--- src/rtl/alu_defs.sv ---
// rtl/alu_defs.sv - ALUCode constants and the shared code width default
package alu_defs;

  // Default width of the ALUCode field
  localparam int CODE_W_DEF = 5;

  // ALUCode values understood by the shared ALU; all other codes yield zero
  typedef enum logic [CODE_W_DEF-1:0] {
    ALU_ADD  = 5'd0,
    ALU_AND  = 5'd1,
    ALU_XOR  = 5'd2,
    ALU_OR   = 5'd3,
    ALU_NOR  = 5'd4,
    ALU_SUB  = 5'd5,
    ALU_ANDI = 5'd6,
    ALU_XORI = 5'd7,
    ALU_ORI  = 5'd8,
    ALU_SLL  = 5'd16,
    ALU_SRL  = 5'd17,
    ALU_SRA  = 5'd18,
    ALU_SLT  = 5'd19,
    ALU_SLTU = 5'd20
  } alu_code_e;

endpackage

--- src/rtl/alu_arbiter_alu.sv ---
// rtl/alu_arbiter_alu.sv - combinational ALU shared by the two requesters
module alu_arbiter_alu
  import alu_defs::*;
#(
  parameter int DATA_W = 32,
  parameter int CODE_W = CODE_W_DEF
) (
  input  logic [CODE_W-1:0] code,
  input  logic [DATA_W-1:0] a,
  input  logic [DATA_W-1:0] b,
  output logic [DATA_W-1:0] result,
  output logic              overflow
);

  localparam int SH_W = $clog2(DATA_W);
  localparam int MSB  = DATA_W - 1;

  logic [DATA_W-1:0] sum;
  logic [DATA_W-1:0] diff;
  logic [DATA_W-1:0] imm_b;
  logic [SH_W-1:0]   shamt;
  logic              add_ovf;
  logic              sub_ovf;

  assign sum   = a + b;
  assign diff  = a - b;
  // Immediate forms use only the low half of B, zero-extended
  assign imm_b = {{(DATA_W-16){1'b0}}, b[15:0]};
  assign shamt = b[SH_W-1:0];

  // Signed overflow: same-sign operands giving a different-sign sum, and the
  // subtract equivalent with B's sign inverted
  assign add_ovf = (a[MSB] == b[MSB]) & (sum[MSB] != a[MSB]);
  assign sub_ovf = (a[MSB] != b[MSB]) & (diff[MSB] != a[MSB]);

  // Raw overflow is reported for every code; the arbiter masks it to add/sub
  always_comb begin
    overflow = (code == CODE_W'(ALU_SUB)) ? sub_ovf : add_ovf;
  end

  // Result select by ALUCode; undefined codes produce zero
  always_comb begin
    result = '0;
    case (code)
      CODE_W'(ALU_ADD):  result = sum;
      CODE_W'(ALU_AND):  result = a & b;
      CODE_W'(ALU_XOR):  result = a ^ b;
      CODE_W'(ALU_OR):   result = a | b;
      CODE_W'(ALU_NOR):  result = ~(a | b);
      CODE_W'(ALU_SUB):  result = diff;
      CODE_W'(ALU_ANDI): result = a & imm_b;
      CODE_W'(ALU_XORI): result = a ^ imm_b;
      CODE_W'(ALU_ORI):  result = a | imm_b;
      CODE_W'(ALU_SLL):  result = a << shamt;
      CODE_W'(ALU_SRL):  result = a >> shamt;
      CODE_W'(ALU_SRA):  result = $unsigned($signed(a) >>> shamt);
      CODE_W'(ALU_SLT):  result = {{(DATA_W-1){1'b0}}, ($signed(a) < $signed(b))};
      CODE_W'(ALU_SLTU): result = {{(DATA_W-1){1'b0}}, (a < b)};
      default:           result = '0;
    endcase
  end

endmodule

--- src/rtl/alu_arbiter.sv ---
// rtl/alu_arbiter.sv - round-robin two-port arbiter in front of one ALU, registered response (ALU_ARB_FIXED_PRIO_EN selects fixed priority)
module alu_arbiter
  import alu_defs::*;
#(
  parameter int DATA_W = 32,
  parameter int CODE_W = CODE_W_DEF,
  parameter int TAG_W  = 4
) (
  input  logic              clk,
  input  logic              reset,
  input  logic              req0_valid,
  output logic              req0_ready,
  input  logic [CODE_W-1:0] req0_code,
  input  logic [DATA_W-1:0] req0_a,
  input  logic [DATA_W-1:0] req0_b,
  input  logic [TAG_W-1:0]  req0_tag,
  input  logic              req1_valid,
  output logic              req1_ready,
  input  logic [CODE_W-1:0] req1_code,
  input  logic [DATA_W-1:0] req1_a,
  input  logic [DATA_W-1:0] req1_b,
  input  logic [TAG_W-1:0]  req1_tag,
  output logic              rsp_valid,
  input  logic              rsp_ready,
  output logic [DATA_W-1:0] rsp_result,
  output logic              rsp_overflow,
  output logic              rsp_src,
  output logic [TAG_W-1:0]  rsp_tag
);

  logic              last_grant;
  logic              can_accept;
  logic              grant_any;
  logic              grant_sel;
  logic              accept;
  logic [CODE_W-1:0] sel_code;
  logic [DATA_W-1:0] sel_a;
  logic [DATA_W-1:0] sel_b;
  logic [TAG_W-1:0]  sel_tag;
  logic [DATA_W-1:0] alu_result;
  logic              alu_overflow;
  logic              ovf_masked;

  // The response slot is free when empty or being drained this cycle
  assign can_accept = ~rsp_valid | rsp_ready;

  // Grant choice: a lone requester wins; on a tie the one not served last wins
  always_comb begin
    grant_any = req0_valid | req1_valid;
    grant_sel = 1'b0;
    if (req0_valid & req1_valid) begin
`ifdef ALU_ARB_FIXED_PRIO_EN
      grant_sel = 1'b0;
`else
      grant_sel = ~last_grant;
`endif
    end else begin
      grant_sel = req1_valid;
    end
  end

  // Ready is only offered out of reset and when the response slot can load
  assign req0_ready = ~reset & can_accept & grant_any & ~grant_sel;
  assign req1_ready = ~reset & can_accept & grant_any &  grant_sel;
  assign accept     = req0_ready | req1_ready;

  // Route the granted operation to the shared ALU
  always_comb begin
    sel_code = grant_sel ? req1_code : req0_code;
    sel_a    = grant_sel ? req1_a    : req0_a;
    sel_b    = grant_sel ? req1_b    : req0_b;
    sel_tag  = grant_sel ? req1_tag  : req0_tag;
  end

  alu_arbiter_alu #(
    .DATA_W (DATA_W),
    .CODE_W (CODE_W)
  ) u_alu (
    .code     (sel_code),
    .a        (sel_a),
    .b        (sel_b),
    .result   (alu_result),
    .overflow (alu_overflow)
  );

  // Overflow is meaningful only for add and sub
  always_comb begin
    ovf_masked = alu_overflow &
                 ((sel_code == CODE_W'(ALU_ADD)) | (sel_code == CODE_W'(ALU_SUB)));
  end

  // Response register and priority pointer; priority moves only on accept
  always_ff @(posedge clk) begin
    if (reset) begin
      rsp_valid    <= 1'b0;
      rsp_result   <= '0;
      rsp_overflow <= 1'b0;
      rsp_src      <= 1'b0;
      rsp_tag      <= '0;
      last_grant   <= 1'b1;
    end else if (accept) begin
      rsp_valid    <= 1'b1;
      rsp_result   <= alu_result;
      rsp_overflow <= ovf_masked;
      rsp_src      <= grant_sel;
      rsp_tag      <= sel_tag;
      last_grant   <= grant_sel;
    end else if (rsp_ready) begin
      rsp_valid    <= 1'b0;
    end
  end

endmodule
--- config.mk ---
export PLATFORM = sky130hd
export DESIGN_NAME = alu_arbiter
export DESIGN_NICKNAME = d
export VERILOG_FILES = /design/src/rtl/alu_defs.sv /design/src/rtl/alu_arbiter_alu.sv /design/src/rtl/alu_arbiter.sv
export SDC_FILE = /design/constraint.sdc
export NUM_CORES = 1
export LEC_CHECK = 0
export CORE_UTILIZATION = 58
export DETAILED_ROUTE_END_ITERATION = 8
export PLACE_DENSITY = 0.84
export SYNTH_ARGS = -nofsm -noshare
export SYNTH_HDL_FRONTEND = slang
export SYNTH_SLANG_ARGS = --single-unit
--- constraint.sdc ---
create_clock -name clk -period 8.9 [get_ports clk]
set_input_delay 2.67 -clock clk [delete_from_list [all_inputs] [get_ports clk]]
set_output_delay 2.67 -clock clk [all_outputs]
set_load 0.01 [all_outputs]
Yosys cells after proc, flatten, opt, wreduce, memory -nomap -nowiden. Cells that the tools add are included.

$mul: 0. Reduce and logical (&&, ||, !) cells: 2. Div/mod/pow operators: 0. Multiplexer cells: 9. Shift operators: 3. Eq/ne operators: 17. Order comparisons: 2. Bitwise operators: 23. Add/subtract/negate cells: 2.

Operators by type and width (count): one-hot mux 32 bit (14 select lines) (1); < comparator 32 bit (2); 2-to-1 mux 32 bit (2); adder 32 bit (1); AND 32 x 16 -> 32 bit (1); AND 32 bit (1); inverter 32 bit (1); bitwise OR 32 x 16 -> 32 bit (1); bitwise OR 32 bit (1); left shift 32 x 5 -> 32 bit (1); >> shifter 32 x 5 -> 32 bit (1); >>> shifter 32 x 5 -> 32 bit (1); subtractor 32 bit (1); bitwise XOR 32 x 16 -> 32 bit (1); bitwise XOR 32 bit (1); == test 5 bit, second input constant (5); == test 5 x 3 -> 1 bit, second input constant (4); == test 5 x 2 -> 1 bit, second input constant (2); AND 1 bit (8); == test 5 x 1 -> 1 bit, second input constant (1); == test 5 x 4 -> 1 bit, second input constant (1); zero test 5 bit (1); 2-to-1 mux 5 bit (1); 2-to-1 mux 1 bit (4); 6 further kinds (14).

Memories kept: 0. Register bits after elaboration: 40. ROM bits: 0. Bits in latches: 0. Memory bits (writable): 0. Logic and storage cells: 64. Input port bits: 151.

Longest topological paths before layout.
Depth after elaboration: 8. Gate-level depth with buffers: 23. Depth with buffers taken out: 16.

Cells and area by module. From an unflattened synthesis, not the netlist that was laid out.

Cell total of the unflattened synthesis: 1631. Area total of the unflattened synthesis: 11115.7 um^2.

By module, submodules not included: alu_arbiter_alu (area each 8690.8 um^2, seq. area each 0.0 um^2, cells an instance 1368, instances 1); alu_arbiter (area each 2424.8 um^2, seq. area each 800.8 um^2, cells an instance 263, instances 1).

Worst setup path before layout. No wires, ideal clock.

Path type: input to output. Start point: input port req1_valid. End point: output port req1_ready. Slack: 1753 ps. Path buffers: 6. Data arrival time: 4477 ps. Cell stages on the path: 8. Path through: a21bo_1 buf_6 buf_4 buf_4 buf_4 buf_2 clkbuf_1 nor3_1.

Word-level cells in the longest chain between the ends: 3. Elaborated cells on any way between the ends: 5.

Ends and longest elaborated chain: from (decl) (RTL line alu_arbiter.sv:17) `input logic req1_valid,`; bitwise OR 1 bit or AND 1 bit (tied branches) (RTL line alu_arbiter.sv:49, alu_arbiter.sv:51); AND 1 bit or 2-to-1 mux 1 bit (tied branches) (RTL line alu_arbiter.sv:64, alu_arbiter.sv:51); AND 1 bit (*) (RTL line alu_arbiter.sv:64) `assign req1_ready = ~reset & can_accept & grant_any & grant_sel;`; to (decl) (RTL line alu_arbiter.sv:18) `output logic req1_ready,`.

Every way passes the cells marked *; elsewhere a longest branch is shown, timed or not.

Worst setup path in the final report. Ends and elaborated chain as after synthesis.

==> impl_metrics.sql <==
INSERT INTO impl_metrics (metric_group, metric, value, unit) VALUES
('status', 'status', 'finished, final reports clean', ''),
('synthesis', 'synthSimpleGateAreaFrac', '0.243', ''),
('sta', 'timing.fmax', '125', 'MHz'),
('synthesis', 'yosys-mux-area-fraction', '0.185', ''),
('grt', 'global_route.overflow_total', '0', ''),
('layout', 'post-route-cell-area', '15600', 'um^2'),
('worst_setup_path', 'reg2regPathDepth', '13', ''),
('routing', 'detail_route.vias_per_cell', '7.26', ''),
('layout', 'fillerInstances', '1989', ''),
('min_path', 'holdPathStages', '2', ''),
('grt', 'number_of_global_route_vias_before_repair', '16100', ''),
('run', 'drv_cap', '0', ''),
('worst_setup_path', 'timing.critical_path.slowest_stage_cell', 'sky130_fd_sc_hd__nor3_1', ''),
('floorplan', 'coreArea', '22700', 'um^2'),
('sta', 'max_slew.worst_pin.slew', '1140', 'ps'),
('floorplan', 'ioPinCount', '192', ''),
('grt', 'groute.usage.overall', '0.504', ''),
('clock_tree', 'number_of_sinks_driven_by_the_clock_tree', '40', ''),
('worst_setup_path', 'r2r_start', 'last_grant$_SDFFE_PP1P_', ''),
('clock_tree', 'cts_resized', '0', ''),
('worst_setup_path', 'timing.setup.critical_path_class', 'in2out', ''),
('clock_tree', 'cts-htree-levels', '2', ''),
('sta', 'holdWs', '459', 'ps'),
('clock_tree', 'post_cts.repair.setup_buffers', '0', ''),
('layout', 'layout.core_utilization', '0.686', ''),
('sta', 'timing.final.crit_period', '8020', 'ps'),
('layout', 'multi_input_area', '11700', 'um^2'),
('clock_tree', 'cts.root.buffer_cell', 'sky130_fd_sc_hd__clkbuf_16', ''),
('min_path', 'hp-start', 'rsp_result[9]$_SDFFE_PP0P_', ''),
('layout', 'diodes', '0', ''),
('routing', 'iteration_count_of_the_initial_detailed_routing_pass', '8', ''),
('grt', 'maximum_number_of_pins_on_one_net_before_global_route_repair', '68', ''),
('clock_tree', 'tritoncts', 'done', ''),
('clock_tree', 'clk_path_buf_depth', '2', ''),
('synthesis', 'synth_net_count', '2272', ''),
('place', 'postPlaceCellArea', '15400', 'um^2'),
('floorplan', 'die_area', '23900', 'um^2'),
('synthesis', 'syn_area', '13500', 'um^2'),
('routing', 'detail_route_antenna_nets', '0', ''),
('sta', 'relative_slew_margins', '0.235', ''),
('clock_tree', 'worst_skew_pair_latency', '300', 'ps'),
('min_path', 'hold_end', 'rsp_result[9]$_SDFFE_PP0P_', ''),
('floorplan', 'core.rowCount', '55', ''),
('worst_setup_path', 'crit-reg2reg-capture', 'rsp_result[0]$_SDFFE_PP0P_', ''),
('synthesis', 'netlist_instances', '2022', ''),
('synthesis', 'average_cell_area_after_synthesis', '6.68', 'um^2'),
('clock_tree', 'clk_transition_reported_paths', '70', 'ps'),
('clock_tree', 'holdBufCountCts', '0', ''),
('min_path', 'path_category_of_the_worst_min_delay_check', 'reg2reg', ''),
('floorplan', 'chipWidth', '155', 'um'),
('floorplan', 'dieHeight', '155', 'um'),
('synthesis', 'synth_enable_flop_cells', '0', ''),
('worst_setup_path', 'arrival_time_at_the_worst_endpoint', '5350', 'ps'),
('routing', 'drt_drc_violations_left', '0', ''),
('floorplan', 'initial_core_util', '0.595', ''),
('layout', 'final_net_count', '2350', ''),
('synthesis', 'synth_cell_types', '92', ''),
('layout', 'seqCellArea', '801', 'um^2'),
('worst_setup_path', 'worstPathRequired', '6230', 'ps'),
('synthesis', 'synth.yosys.seq_area_share', '0.0593', ''),
('power_and_ir_drop', 'power.ir.vdd_worst', '0.000104', 'V'),
('worst_setup_path', 'critical_path.endpoint_type', 'output port', ''),
('sta', 'hold_viol', '0', ''),
('synthesis', 'synth-compound-area-share', '0.326', ''),
('worst_setup_path', 'path_common_cell', 'sky130_fd_sc_hd__clkdlybuf4s50_1', ''),
('clock_tree', 'numCtsBuffers', '5', ''),
('sta', 'count_of_pins_over_their_slew_limit', '0', ''),
('worst_setup_path', 'critPathTopFamily', 'buffers and inverters', ''),
('place', 'place.port_buffers', '191', ''),
('sta', 'fin_crit_sh', '0.902', ''),
('synthesis', 'yosys.area_share.xor_xnor', '0.0110', '');
[cell families after synthesis]
| kind of cell | count (synthesis) |
|---|---|
| muxes | 242 |
| xor gates and xnor gates | 17 |
| DFF | 40 |
| adders and majority gates | 99 |
| AOI/OAI and AO/OA | 646 |
| and+or+nand+nor | 723 |
| buffers and inverters | 255 |
[cell type report]
type / count / share of cell area
clock buffer: 5 / 0.00803
clock inverter: 3 / 0.00578
inverter: 100 / 0.0241
multi-input combinational: 1727 / 0.748
sequential: 40 / 0.0514
tap: 285 / 0.0229
timing repair buffer: 226 / 0.140
[worst max-delay path by stage]
stage	to	slack, ps	start
floorplan	req1_ready	1750	req1_valid
global placement	req1_ready	980	req0_valid
detailed placement	req1_ready	920	req1_valid
CTS	req1_ready	920	req1_valid
global route	req1_ready	780	req0_valid
finish	req1_ready	880	req1_valid
[metrics by stage]
stage	setup slack [ps]	total power, mW	cells
after floorplan	1750	0.990	2022
after global placement	981	1.36	2378
after detailed placement	924	1.37	2378
after CTS	919	1.66	2386
after global routing	776	1.79	2386
final	876	1.72	2386
[registers in the layout, indices dropped and copies added (netlist names)]
signal,count
rsp_tag,4
rsp_overflow,1
rsp_valid,1
rsp_src,1
last_grant,1
rsp_result,32
[worst min-delay path, delay by kind of cell (launching register included)]
| family | cells | cell delay [ps] |
|---|---|---|
| flip-flops | 1 | 330 |
| AND/OR/NAND/NOR | 1 | 40 |
| AO/OA/AOI/OAI | 1 | 60 |
[routing by layer]
metal  share of wire  up-vias  global-route usage
met3            0.13      379               0.152
li1                -     7629                   -
met4           0.094        4               0.386
met1            0.36     7898               0.596
met2            0.42     1417               0.766
met5         0.00039        -                   0
[where the power goes]
part,leakage [nW],internal (mW),switching (mW)
Combinational,6.17,0.443,0.795
Clock,0.104,0.190,0.0931
Sequential,0.325,0.190,0.00883
[cells in the mapped netlist, drive strengths merged, types with 11 or more instances]
cell type  instances  area, um^2
nand2            338        1270
mux2i            201        2020
a21oi            167         840
nor2             159         597
o21ai            108         544
inv               99         372
ha                97        1210
buf               86         477
clkbuf            69         259
a211oi            46         350
nor3              42         210
dfxtp             40         801
mux2              40         458
nand3             38         190
nor2b             34         213
o211ai            31         233
a21o              27         203
a31oi             26         163
a221oi            25         219
a22oi             25         188
o22ai             19         119
o221ai            18         158
nand4             17         106
nor4              16         130
and3              15        93.8
o31ai             15         126
xnor2             15         131
o2111ai           14         123
o21bai            13        97.6
a222oi            12         120
a221o             11         110
Power figures use the tool's default switching activity.
